==> config.mk <==
export PLATFORM = sky130hd
export DESIGN_NAME = alu_issuer_flat
export DESIGN_NICKNAME = d
export VERILOG_FILES = /design/src/rtl/alu_issuer_if.sv /design/src/rtl/alu_issuer.sv /design/src/flat_wrapper.sv
export SDC_FILE = /design/constraint.sdc
export NUM_CORES = 1
export LEC_CHECK = 0
export CAP_MARGIN = 20
export CELL_PAD_IN_SITES_DETAIL_PLACEMENT = 0
export CELL_PAD_IN_SITES_GLOBAL_PLACEMENT = 2
export CORE_MARGIN = 8
export CORE_UTILIZATION = 38
export DETAILED_ROUTE_END_ITERATION = 8
export GPL_TIMING_DRIVEN = 0
export PLACE_DENSITY = 0.95
export SETUP_SLACK_MARGIN = 0.1
export SYNTH_ARGS = -nofsm -noshare
export SYNTH_HDL_FRONTEND = slang
export SYNTH_SLANG_ARGS = --single-unit
==> constraint.sdc <==
create_clock -name clk -period 3.6 [get_ports clk]
set_input_delay 0.72 -clock clk [delete_from_list [all_inputs] [get_ports clk]]
set_output_delay 0.72 -clock clk [all_outputs]
set_load 0.03 [all_outputs]
==> src/rtl/alu_issuer_if.sv <==
// Bundle of the instruction handshake, ALU drive/result, completion and debug-read
// signals shared between the issuer (slave) and whatever feeds it (master).
`timescale 1ns/1ps

interface alu_issuer_if;
    logic        in_valid;
    logic        in_ready;
    logic [15:0] in_instr;
    logic [5:0]  alu_func;
    logic [7:0]  alu_a;
    logic [7:0]  alu_b;
    logic [7:0]  alu_res;
    logic        done;
    logic [1:0]  done_rd;
    logic [7:0]  done_value;
    logic        err;
    logic [1:0]  dbg_addr;
    logic [7:0]  dbg_data;

    modport slave (
        input  in_valid, in_instr, alu_res, dbg_addr,
        output in_ready, alu_func, alu_a, alu_b, done, done_rd, done_value, err, dbg_data
    );

    modport master (
        output in_valid, in_instr, alu_res, dbg_addr,
        input  in_ready, alu_func, alu_a, alu_b, done, done_rd, done_value, err, dbg_data
    );
endinterface

==> src/rtl/alu_issuer.sv <==
// Issues one instruction at a time to an external combinational ALU, holds the
// operands for SETTLE cycles, then writes the sampled result into a 4x8 register file.
`timescale 1ns/1ps

module alu_issuer #(
    parameter int unsigned SETTLE = 1
) (
    input  logic clk,
    input  logic rst_n,
    alu_issuer_if.slave bus
);

    typedef enum logic [1:0] {IDLE, HOLD, WB} state_t;

    state_t      r_state;
    logic [7:0]  r_regs [4];
    logic [1:0]  r_rd;
    logic [3:0]  r_settleCnt;
    logic [5:0]  r_aluFunc;
    logic [7:0]  r_aluA;
    logic [7:0]  r_aluB;
    logic        r_done;
    logic [1:0]  r_doneRd;
    logic [7:0]  r_doneValue;
    logic        r_err;

    logic [5:0]  w_funct;
    logic [1:0]  w_rd;
    logic [1:0]  w_rs;
    logic [1:0]  w_rt;
    logic        w_supported;
    logic        w_unused;

    assign w_funct  = bus.in_instr[15:10];
    assign w_rd     = bus.in_instr[9:8];
    assign w_rs     = bus.in_instr[7:6];
    assign w_rt     = bus.in_instr[5:4];
    assign w_unused = &{1'b0, bus.in_instr[3:0]};

    always_comb begin
        w_supported = 1'b0;
        case (w_funct)
            6'b100000, 6'b100010, 6'b100100, 6'b100101, 6'b100110: w_supported = 1'b1;
            default: w_supported = 1'b0;
        endcase
    end

    // Operands are captured at the handshake edge, so an rd that aliases rs/rt
    // naturally sees the pre-write value; the write itself only happens in WB.
    always_ff @(posedge clk or negedge rst_n) begin
        if (!rst_n) begin
            r_state     <= IDLE;
            r_rd        <= '0;
            r_settleCnt <= '0;
            r_aluFunc   <= '0;
            r_aluA      <= '0;
            r_aluB      <= '0;
            r_done      <= 1'b0;
            r_doneRd    <= '0;
            r_doneValue <= '0;
            r_err       <= 1'b0;
            for (int i = 0; i < 4; i++) begin
                r_regs[i] <= '0;
            end
        end else begin
            r_done <= 1'b0;
            r_err  <= 1'b0;
            case (r_state)
                IDLE: begin
                    if (bus.in_valid) begin
                        if (w_supported) begin
                            r_aluFunc   <= w_funct;
                            r_aluA      <= r_regs[w_rs];
                            r_aluB      <= r_regs[w_rt];
                            r_rd        <= w_rd;
                            r_settleCnt <= 4'(SETTLE - 1);
                            r_state     <= HOLD;
                        end else begin
                            r_err <= 1'b1;
                        end
                    end
                end
                HOLD: begin
                    if (r_settleCnt == 4'd0) begin
                        r_done      <= 1'b1;
                        r_doneRd    <= r_rd;
                        r_doneValue <= bus.alu_res;
                        r_aluFunc   <= '0;
                        r_aluA      <= '0;
                        r_aluB      <= '0;
                        r_state     <= WB;
                    end else begin
                        r_settleCnt <= r_settleCnt - 4'd1;
                    end
                end
                WB: begin
                    r_regs[r_doneRd] <= r_doneValue;
                    r_state          <= IDLE;
                end
                default: r_state <= IDLE;
            endcase
        end
    end

    assign bus.in_ready   = (r_state == IDLE);
    assign bus.alu_func   = r_aluFunc;
    assign bus.alu_a      = r_aluA;
    assign bus.alu_b      = r_aluB;
    assign bus.done       = r_done;
    assign bus.done_rd    = r_doneRd;
    assign bus.done_value = r_doneValue;
    assign bus.err        = r_err;
    assign bus.dbg_data   = r_regs[bus.dbg_addr];

endmodule

==> src/flat_wrapper.sv <==
// flat-port wrapper written by rule: the top's interface ports become plain ports
module alu_issuer_flat 
#(
    parameter int unsigned SETTLE = 1
)
  (clk, rst_n, bus_in_valid, bus_in_instr, bus_alu_res, bus_dbg_addr, bus_in_ready, bus_alu_func, bus_alu_a, bus_alu_b, bus_done, bus_done_rd, bus_done_value, bus_err, bus_dbg_data);
  alu_issuer_if bus_i ();
  input  logic clk;
  input  logic rst_n;
  input wire logic [$bits(bus_i.in_valid)-1:0] bus_in_valid;
  input wire logic [$bits(bus_i.in_instr)-1:0] bus_in_instr;
  input wire logic [$bits(bus_i.alu_res)-1:0] bus_alu_res;
  input wire logic [$bits(bus_i.dbg_addr)-1:0] bus_dbg_addr;
  output wire logic [$bits(bus_i.in_ready)-1:0] bus_in_ready;
  output wire logic [$bits(bus_i.alu_func)-1:0] bus_alu_func;
  output wire logic [$bits(bus_i.alu_a)-1:0] bus_alu_a;
  output wire logic [$bits(bus_i.alu_b)-1:0] bus_alu_b;
  output wire logic [$bits(bus_i.done)-1:0] bus_done;
  output wire logic [$bits(bus_i.done_rd)-1:0] bus_done_rd;
  output wire logic [$bits(bus_i.done_value)-1:0] bus_done_value;
  output wire logic [$bits(bus_i.err)-1:0] bus_err;
  output wire logic [$bits(bus_i.dbg_data)-1:0] bus_dbg_data;
  assign bus_i.in_valid = bus_in_valid;
  assign bus_i.in_instr = bus_in_instr;
  assign bus_i.alu_res = bus_alu_res;
  assign bus_i.dbg_addr = bus_dbg_addr;
  assign bus_in_ready = bus_i.in_ready;
  assign bus_alu_func = bus_i.alu_func;
  assign bus_alu_a = bus_i.alu_a;
  assign bus_alu_b = bus_i.alu_b;
  assign bus_done = bus_i.done;
  assign bus_done_rd = bus_i.done_rd;
  assign bus_done_value = bus_i.done_value;
  assign bus_err = bus_i.err;
  assign bus_dbg_data = bus_i.dbg_data;
  alu_issuer #(.SETTLE(SETTLE)) u_core (.clk(clk), .rst_n(rst_n), .bus(bus_i));
endmodule
==> results.tsv <==
metric	value	unit
status	complete, no violations	
async set-reset flop share out of synthesis	100	%
VDD IR max	0.261	mV
fillers	857	
Worst-path clk slew	0.08	ns
drt initial violations	127	
xor/xnor share of the synthesized area	0	%
clk root buf	clkbuf_8	
Syn Area/Cell	13.8	um2
area of the core	9280	um2
clock power share	30.3	%
Syn Inst Count	265	
reg2reg path depth	7	
Power Dens Cells	506	nW/um2
WS Path Type	in -> out	
I/O Buffers	61	
Setup WS pre-CTS	0.679	ns
Final TNS setup	0	ns
Slew Limit Fails	0	
critical path endpoint	bus_dbg_data[6]	
CP Max Fanout	8	
syn_nets	296	
slew margin rel.	54.6	%
Worst setup SP type	input pin	
Ys Warns	0	
Die X	114	um
top post-synthesis cells by area	dfrtp_1, mux4_2, mux2_2	
Logic pwr share	25.0	%
worst r2r dst	u_core.bus.done_value[1]	
CP Launch Point	bus_dbg_addr[1]	
Yosys top cell area share	50.7	%
RSZ-0062 raised after global routing	no	
Remaining DRCs	0	
Max Clock Freq	342	MHz
Post-synth EDFFs	0	
Critical Path AT	2.20	ns
cts bufs inserted	9	
final setup fails	0	
H-tree levels	3	
area of the multi-input gates	1670	um2
final hold viol count	0	
leading area contributor after synthesis	dfrtp_1	
Primary FF master, synth	dfrtp_1	
Routed WL per cell	18.9	um
synth cell count leaders	dfrtp_1, mux2_2, o21ai_0	
minimum clock period after layout	2.92	ns
# resized after CTS	0	
sequential area share after synthesis	50.7	%
Yosys reg bits	74	
die area	13000	um2
layout cells sized above 1	30.6	%
Hold Path Class	in -> async	
initial antenna violation count	0	
Register Area	1850	um2
P_int	1.65	mW
Worst R2R Start	u_core.r_settleCnt[0]	
largest family of logic cells by synthesized area	multiplexers	
Rows	35	
fin util	50.2	%
Sw Share	29.7	%
DP Cell Count	456	
required time worst endpoint	2.88	ns
Initial DRT Pass Iterations	4	
# diodes	0	
final net count	369	
vias in the first global route	2677	
max-cap violations	0	
Synth Area in Compound Gates	10.9	%
skew final	0.00647	ns
IO Pins	72	
clk_lat worst skew	0.34	ns
first-pass GRT wire length	14400	um
CTS tree	yes	
worst setup margin	0.676	ns
Seq pwr share	44.7	%
initial core utilization	39.3	%
Vias	2612	
Worst-Margin Slew	0.679	ns
total track usage	14.3	%
Non-Filler Instances	472	
post-synthesis mux area share	28.9	%
Post-CTS Setup Repair Bufs	0	
final antenna-violating net count	0	
post-synth cell types	37	
vias per inst	5.53	
clk sink count	74	
simple-gate portion of the synthesized area	5.14	%
pin count of the biggest net entering global routing	43	
mapped cell area	3650	um2
Final HPWL DP	6480	um
crit end category	output pin	
GRT overflow	0	
global placer's final weighted congestion	0.747	
Hold WS	0.314	ns
post-cts hold buffer count	0	
WL final	8930	um
Tcrit/Tclk final	81.2	%
r2r setup slk	1.61	ns
most common cell in the netlist	dfrtp_1	
Post-Synth Adder-Cell Area	0.686	%
Net Switching	0.700	mW
Die Height	114	um
area added between synthesis and finish	27.6	%
static leakage	1.96	nW
deepest clock path buffer count	2	
-- critical path: stages --
cell	delay, ns
buf_1	0.43
mux4_2	0.43
clkdlybuf4s50_1	0.62
-- cells by family (layout without fill, tap and decap cells) --
family	count (synthesis)	after routing
DFF	74	74
muxes	70	70
AOI/OAI and AO/OA	63	63
buffers and inverters	30	108
and+or+nand+nor	26	26
adders and majority gates	2	2
-- worst min path at each step --
stage                                   to  slack, ns
floorplan              u_core.bus.alu_a[0]       0.42
global placement    u_core.bus.alu_func[5]       0.48
detailed placement  u_core.bus.alu_func[5]       0.49
CTS                       u_core.r_regs[7]       0.32
global route             u_core.r_regs[15]       0.33
finish                    u_core.r_regs[7]       0.31
-- state kept, by name, indices dropped and copies added (netlist names) --
name                   flops
u_core.bus.alu_func        6
u_core.bus.err             1
u_core.r_rd                2
u_core.bus.alu_b           8
u_core.bus.done_rd         2
u_core.bus.done_value      8
u_core.r_regs             32
u_core.r_settleCnt         4
u_core.r_state             2
u_core.bus.alu_a           8
u_core.bus.done            1
-- through the flow --
stage               power [mW]  instance area, um2
global route              2.47                4660
detailed placement        1.66                4440
global placement          1.65                4420
floorplan                 1.41                3650
finish                    2.35                4660
CTS                       2.38                4660
-- final cells by class --
| type | instances | area share [%] |
|---|---|---|
| sequential | 74 | 39.8 |
| multi-input combinational | 161 | 35.8 |
| timing repair buffer | 62 | 13.5 |
| tap | 129 | 3.46 |
| clock buffer | 11 | 3.04 |
| buffer | 23 | 2.28 |
| clock inverter | 5 | 1.67 |
| inverter | 7 | 0.564 |
-- power by group through the flow --
stage               clock (mW)  combinational [mW]  sequential (mW)
floorplan                    0               0.260             1.15
global placement             0               0.587             1.06
detailed placement           0               0.595             1.07
CTS                      0.729               0.598             1.05
global route             0.770               0.625             1.07
finish                   0.712               0.590             1.05
-- cell usage in the layout (no fill, tap or decap), types with 6 or more instances in the layout --
master,instances
clkbuf_1,9
inv_1,6
o21ai_0,39
mux4_2,24
buf_2,12
dfrtp_1,74
clkdlybuf4s50_1,60
mux2_2,44
o2111ai_1,16
clkbuf_8,10
-- metal layers --
layer	share of wire [%]	global-route usage [%]	wire length, um	vias up
li1	-	-	-	1177
met1	44	17.9	3930	1363
met2	49	22.8	4380	66
met3	5.9	4.65	528	6
met4	0.93	4.35	83	0
met5	0	0	0	-
No activity file was read; power rests on OpenSTA's default activity.
